$ cat config.mk
export PLATFORM = sky130hd
export DESIGN_NAME = rr_sel_arbiter
export DESIGN_NICKNAME = d
export VERILOG_FILES = /design/src/rtl/rr_sel_arbiter.sv
export SDC_FILE = /design/constraint.sdc
export NUM_CORES = 1
export LEC_CHECK = 0
export ABC_AREA = 1
export CORE_MARGIN = 5
export CORE_UTILIZATION = 35
export DETAILED_ROUTE_END_ITERATION = 12
export GPL_TIMING_DRIVEN = 0
export PLACE_DENSITY = 0.58
export SYNTH_ARGS = -nofsm -noshare
export SYNTH_HDL_FRONTEND = slang
export SYNTH_SLANG_ARGS = --single-unit
$ cat constraint.sdc
create_clock -name clk -period 2.3 [get_ports clk]
set_input_delay 0.46 -clock clk [delete_from_list [all_inputs] [get_ports clk]]
set_output_delay 0.46 -clock clk [all_outputs]
set_load 0.02 [all_outputs]
$ cat src/rtl/rr_sel_arbiter.sv
// ---------------------------------------------------------------------------
// rr_sel_arbiter
//
// Round-robin arbiter for four requesters. It produces the 2-bit select for
// the downstream 4:1 mux plus a grant-valid flag that qualifies the mux
// output. An owner keeps the grant while it keeps requesting. If another
// channel is waiting, the owner is forced to rotate after MAX_HOLD cycles.
// MAX_HOLD = 0 means an owner is never forced to rotate.
//
// Ports
//   clk        : single rising-edge clock
//   rst_n      : asynchronous active-low reset
//   req[3:0]   : request lines, req[k]=1 -> channel k wants the mux
//   sel[1:0]   : index of the current (or most recent) owner -> mux select
//   gnt[3:0]   : one-hot grant, (1<<sel) while gnt_valid, else 0
//   gnt_valid  : 1 while a channel owns the mux
//   hold_cnt   : cycles the current owner has held the grant (saturating)
//
// All outputs are registered. A request is granted on the next clock edge.
// ---------------------------------------------------------------------------
module rr_sel_arbiter #(
    parameter int MAX_HOLD = 8,
    parameter int HOLD_W   = 4
) (
    input  logic              clk,
    input  logic              rst_n,
    input  logic [3:0]        req,
    output logic [1:0]        sel,
    output logic [3:0]        gnt,
    output logic              gnt_valid,
    output logic [HOLD_W-1:0] hold_cnt
);

    typedef enum logic {
        IDLE  = 1'b0,
        GRANT = 1'b1
    } state_t;

    // Value at which an owner with competition must give up the grant.
    localparam logic [HOLD_W-1:0] HOLD_MAX_V = HOLD_W'(MAX_HOLD);
    // Saturation value of the counter.
    // With MAX_HOLD=0 the counter runs to all-ones and stays there.
    localparam logic [HOLD_W-1:0] HOLD_SAT_V =
        (MAX_HOLD == 0) ? {HOLD_W{1'b1}} : HOLD_MAX_V;

    state_t            state_reg,    state_next;
    logic [1:0]        last_ptr_reg, last_ptr_next;
    logic [1:0]        sel_reg,      sel_next;
    logic [3:0]        gnt_reg,      gnt_next;
    logic              gnt_valid_reg, gnt_valid_next;
    logic [HOLD_W-1:0] hold_cnt_reg, hold_cnt_next;

    // -----------------------------------------------------------------------
    // Candidate search
    // -----------------------------------------------------------------------
    // The current owner is never a candidate for a new grant. In IDLE there
    // is no owner, so every requester is eligible. Channel last_ptr is then
    // visited last because the search starts just after it.
    logic [3:0] owner_mask;
    logic [3:0] cand_req;

    assign owner_mask = (state_reg == GRANT) ? (4'b0001 << sel_reg) : 4'b0000;
    assign cand_req   = req & ~owner_mask;

    // rot_req[k] is the candidate that sits k+1 places after last_ptr.
    // The first set bit of rot_req is therefore the round-robin winner.
    logic [1:0] rot_idx [4];
    logic [3:0] rot_req;

    genvar gi;
    generate
        for (gi = 0; gi < 4; gi++) begin : g_rot
            assign rot_idx[gi] = last_ptr_reg + 2'(gi + 1);
            assign rot_req[gi] = cand_req[rot_idx[gi]];
        end
    endgenerate

    logic       pick_found;
    logic [1:0] pick_off;
    logic [1:0] pick_idx;

    always_comb begin
        pick_found = |rot_req;
        pick_off   = 2'd0;
        // Scan downward so that the lowest offset, which is the nearest
        // channel in rotating order, is written last and wins.
        for (int i = 3; i >= 0; i--) begin
            if (rot_req[i]) begin
                pick_off = 2'(i);
            end
        end
    end

    assign pick_idx = last_ptr_reg + pick_off + 2'd1;

    // -----------------------------------------------------------------------
    // Hold-time limit
    // -----------------------------------------------------------------------
    logic hold_expired;

    assign hold_expired = (MAX_HOLD != 0) && (hold_cnt_reg == HOLD_MAX_V);

    // -----------------------------------------------------------------------
    // Next-state / next-output logic
    // -----------------------------------------------------------------------
    logic grant_new;

    always_comb begin
        state_next     = state_reg;
        last_ptr_next  = last_ptr_reg;
        sel_next       = sel_reg;
        gnt_next       = gnt_reg;
        gnt_valid_next = gnt_valid_reg;
        hold_cnt_next  = hold_cnt_reg;
        grant_new      = 1'b0;

        case (state_reg)
            IDLE: begin
                if (pick_found) begin
                    grant_new = 1'b1;
                end
            end

            GRANT: begin
                if (!req[sel_reg]) begin
                    // Owner released. Hand over directly if anyone is
                    // waiting, so there is no idle bubble. Otherwise drop
                    // to IDLE and leave sel at its last value.
                    if (pick_found) begin
                        grant_new = 1'b1;
                    end else begin
                        state_next     = IDLE;
                        gnt_next       = 4'b0000;
                        gnt_valid_next = 1'b0;
                        hold_cnt_next  = '0;
                    end
                end else if (hold_expired && pick_found) begin
                    // The owner has used its full slot and another channel
                    // is waiting, so the grant is forced to rotate.
                    grant_new = 1'b1;
                end else if (hold_cnt_reg != HOLD_SAT_V) begin
                    hold_cnt_next = hold_cnt_reg + 1'b1;
                end
            end

            default: begin
                state_next = IDLE;
            end
        endcase

        if (grant_new) begin
            state_next     = GRANT;
            sel_next       = pick_idx;
            last_ptr_next  = pick_idx;
            gnt_next       = 4'b0001 << pick_idx;
            gnt_valid_next = 1'b1;
            hold_cnt_next  = HOLD_W'(1);
        end
    end

    // -----------------------------------------------------------------------
    // State and output registers
    // -----------------------------------------------------------------------
    // last_ptr resets to 3 so that the first search after reset starts at
    // channel 0.
    always_ff @(posedge clk or negedge rst_n) begin
        if (!rst_n) begin
            state_reg     <= IDLE;
            last_ptr_reg  <= 2'd3;
            sel_reg       <= 2'd0;
            gnt_reg       <= 4'b0000;
            gnt_valid_reg <= 1'b0;
            hold_cnt_reg  <= '0;
        end else begin
            state_reg     <= state_next;
            last_ptr_reg  <= last_ptr_next;
            sel_reg       <= sel_next;
            gnt_reg       <= gnt_next;
            gnt_valid_reg <= gnt_valid_next;
            hold_cnt_reg  <= hold_cnt_next;
        end
    end

    assign sel       = sel_reg;
    assign gnt       = gnt_reg;
    assign gnt_valid = gnt_valid_reg;
    assign hold_cnt  = hold_cnt_reg;

endmodule

# Yosys cells after proc, flatten, opt, wreduce, memory -nomap -nowiden
# Index checks and enable logic that the tools add are counted.
# word_totals
register_bits,14
input_bits,6
out_inout_bits,11
elab_cells,69
# op_classes
add_sub_neg,6
order_cmp,5
n_eq_ne,7
shifts,2
mux,35
bitwise_logic,3
n_reduce_logical,5
# op_table
cell,n
$mux 4,10
$lt 2x3->1 const B,5
$mux 1,15
$bmux 1 s2,5
$mux 2,4
$shl 1x2->4 const A,2
$add 2x1->2 const B,2
$add 2x2->2 const B,2
$add 4x1->4 const B,1
$and 4x4->4,1
$eq 4x4->1 const B,1
$ne 4x4->1 const B,1
$not 4->4,1
$reduce_and 4->1,1
$reduce_or 4->1,1
$ne 3x1->1 const B,1
$ne 3x2->1 const B,1
$ne 3x3->1 const B,1
$reduce_and 3->1,1
$add 2x2->2,1
$ne 2x1->1 const B,1
$ne 2x2->1 const B,1
$pmux 1 s2,1
$reduce_bool 2->1,1
2 further kinds,2

# Longest topological paths before layout
# depth
depth_word,14
depth_mapped,15

# Worst setup path after synthesis
# OpenSTA, ideal clock, no wires.
# synth_path
path_kind,register -> register
startpoint,register last_ptr_reg[1]
endpoint,"register sel_reg[1], in the netlist sel[1]"
setup_ns,0.118
arrival_time_ns,1.889
required_ns,2.182
setup_slack_ns,0.293
path_stages_with_launch,14
period_less_slack_ns,2.007
path_cell_list,dfstp_2 > buf_2 > xor2_1 > nand3_1 > a21oi_1 > o21ai_0 > ha_1 > xor2_1 > inv_1 > nand3_1 > nand2_1 > inv_2 > nand2_1 > nand2_1
# synth_via
elab_chain_cells,8
elab_cells_between_ends,23
# synth_rtl
element,line,rtl
"start, declared",47,"logic [1:0] last_ptr_reg, last_ptr_next;"
"start signal, assigned",176,last_ptr_reg <= last_ptr_next;
"$add 2x2->2, or another cell as far along",73,assign rot_idx[gi] = last_ptr_reg + 2'(gi + 1);
$bmux 1 s2 or $mux 1 (tied branches),74,assign rot_req[gi] = cand_req[rot_idx[gi]];
$mux 1 (implied by the code) or $mux 2 (tied branches),"74, 88",
$mux 2 or $reduce_or 4->1 (tied branches),"88, 83",
$mux 2 or $logic_and 1x1->1 (tied branches),"88, 137",
$mux 2 or $mux 1 (tied branches),"88, 137",
$add 2x2->2 or $mux 1 (tied branches),"94, 125",
$add 2x1->2 or $pmux 1 s2 (tied branches),"94, 117",
"end signal, assigned",177,sel_reg <= sel_next;
"end, declared",48,"logic [1:0] sel_reg, sel_next;"
# Several ways; a longest one is shown, not always the timed one. The select of a mux whose other input is x is not followed.
# A chain may end at the register's enable or synchronous reset.

# Worst setup path after layout
# layout_path
startpoint,register last_ptr_reg[0]
endpoint,"register sel_reg[1], in the netlist sel[1]"
# The elaborated chain is that of the path after synthesis.

==> flow_summary.json <==
{
  "num_vias": 846,
  "holdCritPathClass": "reg -> reg",
  "synthTopCellsByArea": "dfrtp_1, nand3_1, nand2_1, dfstp_2, ha_1",
  "clk_path_buf_depth": 2,
  "grt_start_max_net_pins": 15,
  "io_buffers": 16,
  "synth_cell_types": 25,
  "synth_compound_area_frac": 0.0781,
  "initial_core_util": 0.375,
  "maxSlewViolCount": 0,
  "status": "finished, final reports clean",
  "setup_viol": 0,
  "worstSetupPathType": "reg -> reg",
  "maxCapViolations": 0,
  "routed_wl_mm": 2.04,
  "synth_adder_area_share": 0.0397,
  "synth_xor_area_frac": 0.0464,
  "syn_nets": 131,
  "fin_nets": 150,
  "diodes": 0,
  "ys_warn_count": 0,
  "ant_nets": 0,
  "die_w_um": 62.0,
  "clock_latency_ns": 0.28,
  "worstPathRequired_ns": 2.47,
  "synth_mux_area_frac": 0,
  "async_reset_ff_frac": 1.00,
  "gp_congestion": 0.781,
  "ctsHoldBuffers": 0,
  "fillers": 261,
  "drt-wirelength-per-cell_um": 12.0,
  "ff_latch_area_um2": 353,
  "cp_data_arrival_time_ns": 2.28,
  "firstDrtPassIters": 4,
  "rsz0062_at_grt": "no",
  "r2r-start": "last_ptr_reg[0]",
  "cts_setup_buffers": 0,
  "die_height_um": 62.0,
  "startpoint_type": "flip-flop",
  "clkSinkCount": 14,
  "relSlewSlack": 0.580,
  "synth_top_cell_area_share": 0.318,
  "synth_area_um2": 945,
  "avgSynthCellArea_um2": 7.74,
  "syn_inst": 122,
  "tritoncts": "built",
  "synthFlopType": "dfrtp_1",
  "grtUsageTotal": 0.121,
  "overflow": 0,
  "drc": 0,
  "dieArea_um2": 3840,
  "post-place-cells": 168,
  "cts_max_level": 1,
  "finalHoldViolCount": 0,
  "ys_seq_elements": 14,
  "fin_cells": 170,
  "core_area_um2": 2520,
  "period_share": 0.919,
  "synth_most_common_cell": "nand3_1",
  "synth_top_area_cell": "dfrtp_1",
  "holdCritStartpoint": "gnt_valid",
  "root_buffer": "clkbuf_4",
  "vias_per_cell": 4.98,
  "antenna_found_initial": 0,
  "ys_top_cells_by_count": "nand3_1, nand2_1, dfrtp_1",
  "crit_path_max_fanout": 7,
  "grt_pass1_vias": 823,
  "grt_pass1_wl_mm": 3.49,
  "cts_resized": 0,
  "min_period_ns": 2.11,
  "startpoint": "last_ptr_reg[0]",
  "multi_input_area_um2": 563,
  "drive_above_1_share": 0.200,
  "dp_hpwl_mm": 1.60,
  "syn_to_final_growth_pct": 27.6,
  "max_freq_mhz": 473,
  "ys_seq_area_frac": 0.374,
  "synth_enable_flop_cells": 0,
  "skew_ns": 0.00619,
  "first_iter_violations": 16,
  "tightestPinTransition_ns": 0.628,
  "synth_top_family_by_area": "simple AND/OR/NAND/NOR gates",
  "ioPinCount": 17,
  "rows": 18,
  "cts_buffers": 3,
  "end_kind": "flip-flop",
  "clk_pin_slew_ns": 0.09,
  "synth-simple-area-share": 0.393
}
## per-stage QoR
| stage | TNS [ns] | setup WS [ns] | hold WS (ns) | area [µm²] | utilization |
|---|---|---|---|---|---|
| 6_report | 0 | 0.185 | 0.510 | 1200 | 0.478 |
| 5_1_grt | 0 | 0.00569 | 0.533 | 1200 | 0.478 |
| 4_1_cts | 0 | 0.0474 | 0.513 | 1180 | 0.467 |
| 3_5_place_dp | -0.601 | -0.152 | 0.480 | 1140 | 0.453 |
| 3_3_place_gp | -0.392 | -0.117 | 0.484 | 1140 | 0.453 |
| 2_1_floorplan | 0 | 0.293 | 0.164 | 945 | - |
## cell type report
class | instances | area share
repair buffers | 16 | 0.133
flip-flops and latches | 14 | 0.293
clock buffers | 4 | 0.0301
inverters | 14 | 0.0457
well taps | 30 | 0.0312
multi-input cells | 92 | 0.467
## worst max-delay path, stage by stage, from the launching register on
cell and delay [ns]:
dfstp_2 0.65, inv_4 0.07, nand3_1 0.14, nand3_2 0.12, a21oi_2 0.15, o21ai_1 0.07
ha_2 0.20, xor2_2 0.15, inv_1 0.06, nand3_1 0.09, nand2_1 0.13, inv_2 0.05
nand2_1 0.08, nand2_1 0.06
## path summary, 6_finish.rpt
kind                          endpoint  slack (ns)  depth (start not counted)
max                             sel[1]        0.19                         13
min                          gnt_valid        0.51                          1
max reg2reg                     sel[1]        0.19                         13
min reg2reg                  gnt_valid        0.51                          1
max in group asynchronous       sel[0]        1.33                          1
min in group asynchronous  hold_cnt[0]        0.57                          1
## placed cells by master (no fill, tap or decap), drive strengths merged
| cell | count |
|---|---|
| nand3 | 33 |
| nand2 | 25 |
| clkdlybuf4s50 | 16 |
| inv | 14 |
| dfrtp | 12 |
| nor2 | 12 |
| o21ai | 9 |
| clkbuf | 4 |
| xor2 | 3 |
| ha | 3 |
| xnor2 | 2 |
| dfstp | 2 |
| a21oi | 2 |
| o21a | 1 |
| nand4 | 1 |
| nand3b | 1 |
## logic make-up after synthesis
| group | Yosys count |
|---|---|
| and+or+nand+nor | 72 |
| DFF | 14 |
| adders and majority gates | 3 |
| buffers and inverters | 16 |
| xor gates and xnor gates | 5 |
| AOI/OAI and AO/OA | 12 |
## layer usage
layer / GRT usage / up-vias / wire, µm / share of wire
met2: 0.198 / 19 / 906 / 0.44
met1: 0.155 / 385 / 1010 / 0.49
met4: 0.00303 / 0 / 0 / 0
met3: 0.0558 / 0 / 125 / 0.061
met5: 0 / - / 0 / 0
li1: - / 442 / - / -
Power is not shown: default switching activity piles up to over one toggle a cycle in this logic, so the estimate is an artifact.
